===== config.mk =====
export PLATFORM = sky130hd
export DESIGN_NAME = reg_file_2r1w_flat
export DESIGN_NICKNAME = d
export VERILOG_FILES = /design/src/rtl/reg_file_2r1w_pkg.sv /design/src/rtl/reg_file_2r1w_if.sv /design/src/rtl/reg_file_2r1w_word.sv /design/src/rtl/reg_file_2r1w.sv /design/src/flat_wrapper.sv
export SDC_FILE = /design/constraint.sdc
export NUM_CORES = 1
export LEC_CHECK = 0
export BUFFER_PORTS_ARGS = -buffer_cell sky130_fd_sc_hd__clkbuf_2
export CAP_MARGIN = 20
export CORE_ASPECT_RATIO = 1.4
export CORE_MARGIN = 1.5
export CORE_UTILIZATION = 48
export CTS_CLUSTER_DIAMETER = 40
export DETAILED_ROUTE_END_ITERATION = 7
export GPL_TIMING_DRIVEN = 0
export PLACE_DENSITY = 0.62
export SETUP_SLACK_MARGIN = 0.05
export SLEW_MARGIN = 20
export SYNTH_ARGS = -nofsm -noshare
export SYNTH_HDL_FRONTEND = slang
export SYNTH_SLANG_ARGS = --single-unit

===== constraint.sdc =====
create_clock -name clk -period 4.1 [get_ports clk]
set_clock_uncertainty 0.05 [all_clocks]
set_input_delay 0.41 -clock clk [delete_from_list [all_inputs] [get_ports clk]]
set_output_delay 0.41 -clock clk [all_outputs]
set_load 0.005 [all_outputs]

===== src/rtl/reg_file_2r1w_pkg.sv =====
// Shared defaults and helpers for the two-read/one-write register file.
// The default geometry and zero-register behaviour live here so every file
// of the register file agrees on them.
package reg_file_2r1w_pkg;

  localparam int DEF_WIDTH    = 16;
  localparam int DEF_NREGS    = 16;
  localparam int DEF_AW       = 4;
  localparam int DEF_ZERO_REG = 1;

  // An address names real, writable storage only if it is inside the array
  // and is not the hardwired zero register.
  function automatic bit addrValid(input int unsigned addr,
                                   input int unsigned nregs,
                                   input bit          zeroReg);
    return (addr < nregs) && !(zeroReg && (addr == 0));
  endfunction

endpackage


===== src/rtl/reg_file_2r1w_if.sv =====
// Bus bundle for the register file: one write port, two read ports with
// busy flags, and the reservation port used by the issue logic.
interface reg_file_2r1w_if
  import reg_file_2r1w_pkg::*;
#(
  parameter int WIDTH = DEF_WIDTH,
  parameter int AW    = DEF_AW
);

  logic             wr_en;
  logic [AW-1:0]    wr_addr;
  logic [WIDTH-1:0] wr_data;

  logic             rd_en1;
  logic [AW-1:0]    rd_addr1;
  logic [WIDTH-1:0] rd_data1;
  logic             rd_busy1;

  logic             rd_en2;
  logic [AW-1:0]    rd_addr2;
  logic [WIDTH-1:0] rd_data2;
  logic             rd_busy2;

  logic             rsv_en;
  logic [AW-1:0]    rsv_addr;
  logic             rsv_conflict;

  // Datapath side: drives writes, read addresses and reservations.
  modport master (
    output wr_en, wr_addr, wr_data,
    output rd_en1, rd_addr1, rd_en2, rd_addr2,
    output rsv_en, rsv_addr,
    input  rd_data1, rd_busy1, rd_data2, rd_busy2, rsv_conflict
  );

  // Register file side.
  modport slave (
    input  wr_en, wr_addr, wr_data,
    input  rd_en1, rd_addr1, rd_en2, rd_addr2,
    input  rsv_en, rsv_addr,
    output rd_data1, rd_busy1, rd_data2, rd_busy2, rsv_conflict
  );

endinterface


===== src/rtl/reg_file_2r1w_word.sv =====
// One storage row of the register file: a WIDTH-bit word that loads on its
// write enable and clears asynchronously with the file reset.
module reg_word #(
  parameter int WIDTH = 16
) (
  input  logic             clk,
  input  logic             rst_n,
  input  logic             we_i,
  input  logic [WIDTH-1:0] d_i,
  output logic [WIDTH-1:0] q_o
);

  logic [WIDTH-1:0] data_q;

  // Hold the word, replacing it only when this row is selected for a write.
  always_ff @(posedge clk or negedge rst_n) begin
    if (!rst_n) begin
      data_q <= '0;
    end else if (we_i) begin
      data_q <= d_i;
    end
  end

  assign q_o = data_q;

endmodule


===== src/rtl/reg_file_2r1w.sv =====
// Decode-stage register file: NREGS x WIDTH storage, two combinational read
// ports with write-through bypass, and a per-register busy scoreboard that
// tracks producers in flight so the hazard logic can stall consumers.
module reg_file_2r1w
  import reg_file_2r1w_pkg::*;
#(
  parameter int WIDTH    = DEF_WIDTH,
  parameter int NREGS    = DEF_NREGS,
  parameter int AW       = DEF_AW,
  parameter int ZERO_REG = DEF_ZERO_REG
) (
  input logic             clk,
  input logic             rst_n,
  reg_file_2r1w_if.slave  bus
);

  localparam bit ZeroRegOn = (ZERO_REG != 0);

  logic [WIDTH-1:0] words [NREGS];
  logic [NREGS-1:0] wordWe;
  logic             wrValid;
  logic             rsvValid;

  logic             rdEn   [2];
  logic [AW-1:0]    rdAddr [2];
  logic [WIDTH-1:0] rdData [2];
  logic             rdBusy [2];

  logic [NREGS-1:0] busy_q, busy_d;
  logic             rsvConflict_q, rsvConflict_d;

  assign wrValid  = bus.wr_en  && addrValid(32'(bus.wr_addr),  NREGS, ZeroRegOn);
  assign rsvValid = bus.rsv_en && addrValid(32'(bus.rsv_addr), NREGS, ZeroRegOn);

  // Write decoder feeding one storage row per register.
  for (genvar i = 0; i < NREGS; i++) begin : g_row
    assign wordWe[i] = wrValid && (32'(bus.wr_addr) == i);

    reg_word #(.WIDTH(WIDTH)) u_word (
      .clk   (clk),
      .rst_n (rst_n),
      .we_i  (wordWe[i]),
      .d_i   (bus.wr_data),
      .q_o   (words[i])
    );
  end

  assign rdEn[0]   = bus.rd_en1;
  assign rdAddr[0] = bus.rd_addr1;
  assign rdEn[1]   = bus.rd_en2;
  assign rdAddr[1] = bus.rd_addr2;

  // Read muxes: a same-cycle write to the read address is forwarded and also
  // resolves the hazard, so busy is only reported when reading stored data.
  always_comb begin
    for (int p = 0; p < 2; p++) begin
      rdData[p] = '0;
      rdBusy[p] = 1'b0;
      if (rdEn[p] && addrValid(32'(rdAddr[p]), NREGS, ZeroRegOn)) begin
        if (wrValid && (bus.wr_addr == rdAddr[p])) begin
          rdData[p] = bus.wr_data;
        end else begin
          for (int i = 0; i < NREGS; i++) begin
            if (32'(rdAddr[p]) == i) begin
              rdData[p] = words[i];
              rdBusy[p] = busy_q[i];
            end
          end
        end
      end
    end
  end

  // Outputs are forced low while reset is held, even if a write is presented.
  assign bus.rd_data1     = rst_n ? rdData[0] : '0;
  assign bus.rd_busy1     = rst_n & rdBusy[0];
  assign bus.rd_data2     = rst_n ? rdData[1] : '0;
  assign bus.rd_busy2     = rst_n & rdBusy[1];
  assign bus.rsv_conflict = rsvConflict_q;

  // Scoreboard update: writes retire producers, reservations add new ones, and
  // a new producer wins over a write retiring the old one in the same cycle.
  always_comb begin
    busy_d        = busy_q & ~wordWe;
    rsvConflict_d = 1'b0;
    for (int i = 0; i < NREGS; i++) begin
      if (rsvValid && (32'(bus.rsv_addr) == i)) begin
        rsvConflict_d = busy_q[i] && !wordWe[i];
        busy_d[i]     = 1'b1;
      end
    end
  end

  // Busy vector and one-cycle conflict pulse registers.
  always_ff @(posedge clk or negedge rst_n) begin
    if (!rst_n) begin
      busy_q        <= '0;
      rsvConflict_q <= 1'b0;
    end else begin
      busy_q        <= busy_d;
      rsvConflict_q <= rsvConflict_d;
    end
  end

endmodule

===== src/flat_wrapper.sv =====
// flat-port wrapper written by rule: the top's interface ports become plain ports
module reg_file_2r1w_flat import reg_file_2r1w_pkg::*;
#(
  parameter int WIDTH    = DEF_WIDTH,
  parameter int NREGS    = DEF_NREGS,
  parameter int AW       = DEF_AW,
  parameter int ZERO_REG = DEF_ZERO_REG
)
  (clk, rst_n, bus_wr_en, bus_wr_addr, bus_wr_data, bus_rd_en1, bus_rd_addr1, bus_rd_en2, bus_rd_addr2, bus_rsv_en, bus_rsv_addr, bus_rd_data1, bus_rd_busy1, bus_rd_data2, bus_rd_busy2, bus_rsv_conflict);
  reg_file_2r1w_if #(.WIDTH(WIDTH), .AW(AW)) bus_i ();
  input logic clk;
  input logic rst_n;
  input wire logic [$bits(bus_i.wr_en)-1:0] bus_wr_en;
  input wire logic [$bits(bus_i.wr_addr)-1:0] bus_wr_addr;
  input wire logic [$bits(bus_i.wr_data)-1:0] bus_wr_data;
  input wire logic [$bits(bus_i.rd_en1)-1:0] bus_rd_en1;
  input wire logic [$bits(bus_i.rd_addr1)-1:0] bus_rd_addr1;
  input wire logic [$bits(bus_i.rd_en2)-1:0] bus_rd_en2;
  input wire logic [$bits(bus_i.rd_addr2)-1:0] bus_rd_addr2;
  input wire logic [$bits(bus_i.rsv_en)-1:0] bus_rsv_en;
  input wire logic [$bits(bus_i.rsv_addr)-1:0] bus_rsv_addr;
  output wire logic [$bits(bus_i.rd_data1)-1:0] bus_rd_data1;
  output wire logic [$bits(bus_i.rd_busy1)-1:0] bus_rd_busy1;
  output wire logic [$bits(bus_i.rd_data2)-1:0] bus_rd_data2;
  output wire logic [$bits(bus_i.rd_busy2)-1:0] bus_rd_busy2;
  output wire logic [$bits(bus_i.rsv_conflict)-1:0] bus_rsv_conflict;
  assign bus_i.wr_en = bus_wr_en;
  assign bus_i.wr_addr = bus_wr_addr;
  assign bus_i.wr_data = bus_wr_data;
  assign bus_i.rd_en1 = bus_rd_en1;
  assign bus_i.rd_addr1 = bus_rd_addr1;
  assign bus_i.rd_en2 = bus_rd_en2;
  assign bus_i.rd_addr2 = bus_rd_addr2;
  assign bus_i.rsv_en = bus_rsv_en;
  assign bus_i.rsv_addr = bus_rsv_addr;
  assign bus_rd_data1 = bus_i.rd_data1;
  assign bus_rd_busy1 = bus_i.rd_busy1;
  assign bus_rd_data2 = bus_i.rd_data2;
  assign bus_rd_busy2 = bus_i.rd_busy2;
  assign bus_rsv_conflict = bus_i.rsv_conflict;
  reg_file_2r1w #(.WIDTH(WIDTH), .NREGS(NREGS), .AW(AW), .ZERO_REG(ZERO_REG)) u_core (.clk(clk), .rst_n(rst_n), .bus(bus_i));
endmodule

==> run_results.csv <==
group,metric,value,unit
floorplanning,initial_core_util,0.488,
grt,grtUsageMet3,0.168,
cts,cts_made_buffers,39,
floorplanning,num_io_pins,73,
cts,ctsHtreeMaxLevel,2,
cells_and_area,stdcell_area,18600,sq um
cells_and_area,final_common_cell,"dfrtp_1",
grt,grt_pass1_vias,15000,
sta,period_needed,4.07,ns
worst_setup_path,cp_max_fo,10,
route,firstDrtPassIters,8,
placement,pre_cts_slack,-0.123,ns
route,via_per_inst,7.27,
route,vias,15400,
cts,cts_sinks,273,
placement,portBuffers,64,
worst_setup_path,critical-path-max-stage-delay,1.18,ns
route,drtIter0Drc,2574,
run_status,status,"finished with violations",
worst_setup_path,critical_path_class,"in -> out",
floorplanning,die_h,221,um
placement,dpl.hpwl,55700,um
sta,max_freq,0.246,GHz
worst_setup_path,crit_path_start_kind,"input port",
run,maxCapViolations,0,
yosys,ys_warn_count,0,
floorplanning,rows,79,
sta,tightest_slew,1.39,ns
pwr,ir_drop,0.346,mV
grt,grtUsageTotal,0.481,
min_path,worst_hold_path_type,"in -> async",
yosys,ys_ff_latch,273,
route,drc,0,
pwr,power_density,497,nW/um^2
yosys,yosys_most_used_dff,"dfrtp_1",
cts,cts.path.max_buffers,3,
yosys,syn_inst,1525,
yosys,netlist_area,16300,sq um
route,antenna_left,0,
cells_and_area,syn_to_final_growth,14.5,%
grt,antenna_found_initial,6,
floorplanning,die-area,35000,sq um
worst_setup_path,critPathRequiredTime,3.64,ns
worst_setup_path,cpMaxStageDelayCell,"nor2_1",
grt,grt_use_met2,0.666,
sta,hold_viol,17,
yosys,synth.distinct_cells,76,
grt,use_met1,0.601,
yosys,synth_edf_count,0,
cells_and_area,fillCellCount,2974,
cells_and_area,drive_gt1_frac,0.326,
sta,layout_setup_ws,0.0340,ns
grt,grt_pass1_wl,115000,um
grt,overflow,0,
yosys,synth_top_area_frac,0.420,
floorplanning,die_w,159,um
sta,fin_crit_sh,0.992,
cts,clock_latency,0.55,ns
yosys,synth_nets,1563,
worst_setup_path,cpMostUsedCell,"buf_2",
placement,place_inst,2038,
worst_setup_path,cp_cell_sequence,"buf_2, buf_2, nand2_1, nor2_1, and3_1, a21oi_1, o32ai_1, clkbuf_2",
sta,slew_violations,0,
cts,clk_pin_slew,0.06,ns
route,wl_per_cell,39.5,um
route,routed_wl,83500,um
sta,holdWs,-0.0225,ns
floorplanning,core,33300,sq um
worst_setup_path,path_buf_inv,3,
placement,place_congestion,1.04,
yosys,yosysSeqAreaShare,0.420,
grt,grt_max_degree,89,
pwr,power_leakage,7.91,nW
grt,busiest_layer,"met2",
worst_setup_path,setup.worst_path.end_class,"output port",
worst_setup_path,cpLargestDelayFamily,"simple AND/OR/NAND/NOR gates",
yosys,avgSynthCellArea,10.7,sq um
run_status,violations,"negative hold slack",
cts,clockRootBuffer,"clkbuf_16",
cells_and_area,mostFrequentLayoutCells,"273 x dfrtp_1, 250 x mux2_2, 107 x o21ai_0",
worst_setup_path,worst_ep_arrival_time,3.61,ns
cells_and_area,final_cells,2113,
sta,setup_viol,0,
yosys,synth_area_leaders,"dfrtp_1 42%, mux2_2 17%, mux4_2 4.6%",
sta,rsz0062_at_grt,"false",
cells_and_area,nNetsFinal,1676,
placement,place_area,17300,sq um
yosys,async_flop_share,1.00,
cts,cts_tree,"yes",
yosys,synth_area_leader_cell,"dfrtp_1",
sta,tns,0,ns
sta,relSlewSlack,0.0724,
==> flip-flops by register name (all words and copies together), names as in the netlist <==
name and flops:
u_core.busy_q 16, u_core.bus.rsv_conflict 1, u_core.g_row.u_word.q_o 256
==> logic make-up after synthesis <==
family,count (synthesis),share of synthesized area
compound gates,425,0.172
mux,347,0.259
simple gates,303,0.0907
flops,273,0.420
buf+inv,169,0.0542
xor+xnor,8,0.00431
==> worst min-delay path: cells and delay by family <==
family	cells	cell delay, ns
buf+inv	3	0.59
==> cell usage after synthesis, types with 7 or more instances <==
cell type / count
a211oi_1: 9
a21o_1: 17
a21oi_1: 107
a222oi_1: 9
a22oi_1: 28
a31oi_1: 10
a32oi_1: 7
and3_1: 11
buf_2: 66
buf_4: 15
buf_6: 13
clkbuf_1: 51
dfrtp_1: 273
inv_1: 14
mux2_1: 10
mux2_2: 250
mux2i_1: 54
mux4_2: 33
nand2_1: 96
nand2b_1: 14
nand3_1: 50
nor2_1: 64
nor2b_1: 17
nor3_1: 13
o211ai_1: 8
o21ai_0: 107
o21ai_1: 8
o221ai_1: 7
o22ai_1: 19
o31ai_1: 10
o32ai_1: 8
==> routing by layer <==
| layer | share of wire | vias to the layer above |
|---|---|---|
| met5 | 0.00072 | - |
| met4 | 0.10 | 4 |
| met3 | 0.13 | 513 |
| met2 | 0.41 | 1367 |
| met1 | 0.36 | 7542 |
| li1 | - | 5937 |
==> repair_timing <==
| action | in CTS | in global routing |
|---|---|---|
| hold endpoints to repair | 19 | 0 |
| resized for setup | 1 | 0 |
| setup endpoints to repair | 3 | 0 |
| hold buffers | 4 | 0 |
| setup buffers | 0 | 0 |
==> where the power goes <==
part	leakage (nW)	total (W)	switching [W]	internal, W
Sequential	3.37	0.00385	0.000568	0.00329
Clock	0.612	0.00338	0.00140	0.00199
Combinational	3.92	0.00202	0.00107	0.000951
Total	7.91	0.00926	0.00303	0.00622
==> per-stage QoR <==
| stage | util | hold slack [ns] | power (W) |
|---|---|---|---|
| floorplan | - | 0.0644 | 0.00497 |
| global placement | 0.515 | 0.404 | 0.00572 |
| detailed placement | 0.518 | 0.246 | 0.00578 |
| CTS | 0.559 | 0.0142 | 0.00913 |
| global route | 0.559 | 0.0235 | 0.00948 |
| finish | 0.559 | -0.0225 | 0.00926 |
==> path summary, 6_finish.rpt <==
kind	from	cells past startpoint	slack (ns)	end
hold reg to reg	u_core.g_row[0].u_word.q_o[14]	1	0.43	u_core.g_row[0].u_word.q_o[14]
hold / removal	rst_n	3	-0.02	u_core.g_row[0].u_word.q_o[12]
min in group clk	bus_wr_data[2]	2	0.15	u_core.g_row[7].u_word.q_o[2]
setup reg to reg	u_core.busy_q[11]	5	2.65	u_core.bus.rsv_conflict
setup / recovery	bus_rd_addr2[2]	8	0.03	bus_rd_data2[11]
max in group asynchronous	rst_n	2	2.88	u_core.g_row[2].u_word.q_o[11]
==> layout make-up <==
cell class | count | area [sq um] | share of cell area
multi-input cells | 1083 | 8570 | 0.460
clock buffers | 50 | 1100 | 0.0591
clock inverters | 19 | 174 | 0.00934
flip-flops and latches | 273 | 6830 | 0.367
well taps | 445 | 557 | 0.0299
inverters | 17 | 63.8 | 0.00343
diodes | 2 | 5.00 | 0.000269
plain buffers | 152 | 820 | 0.0440
repair buffers | 72 | 502 | 0.0269
Note: power is estimated with default switching activity, not from simulation.
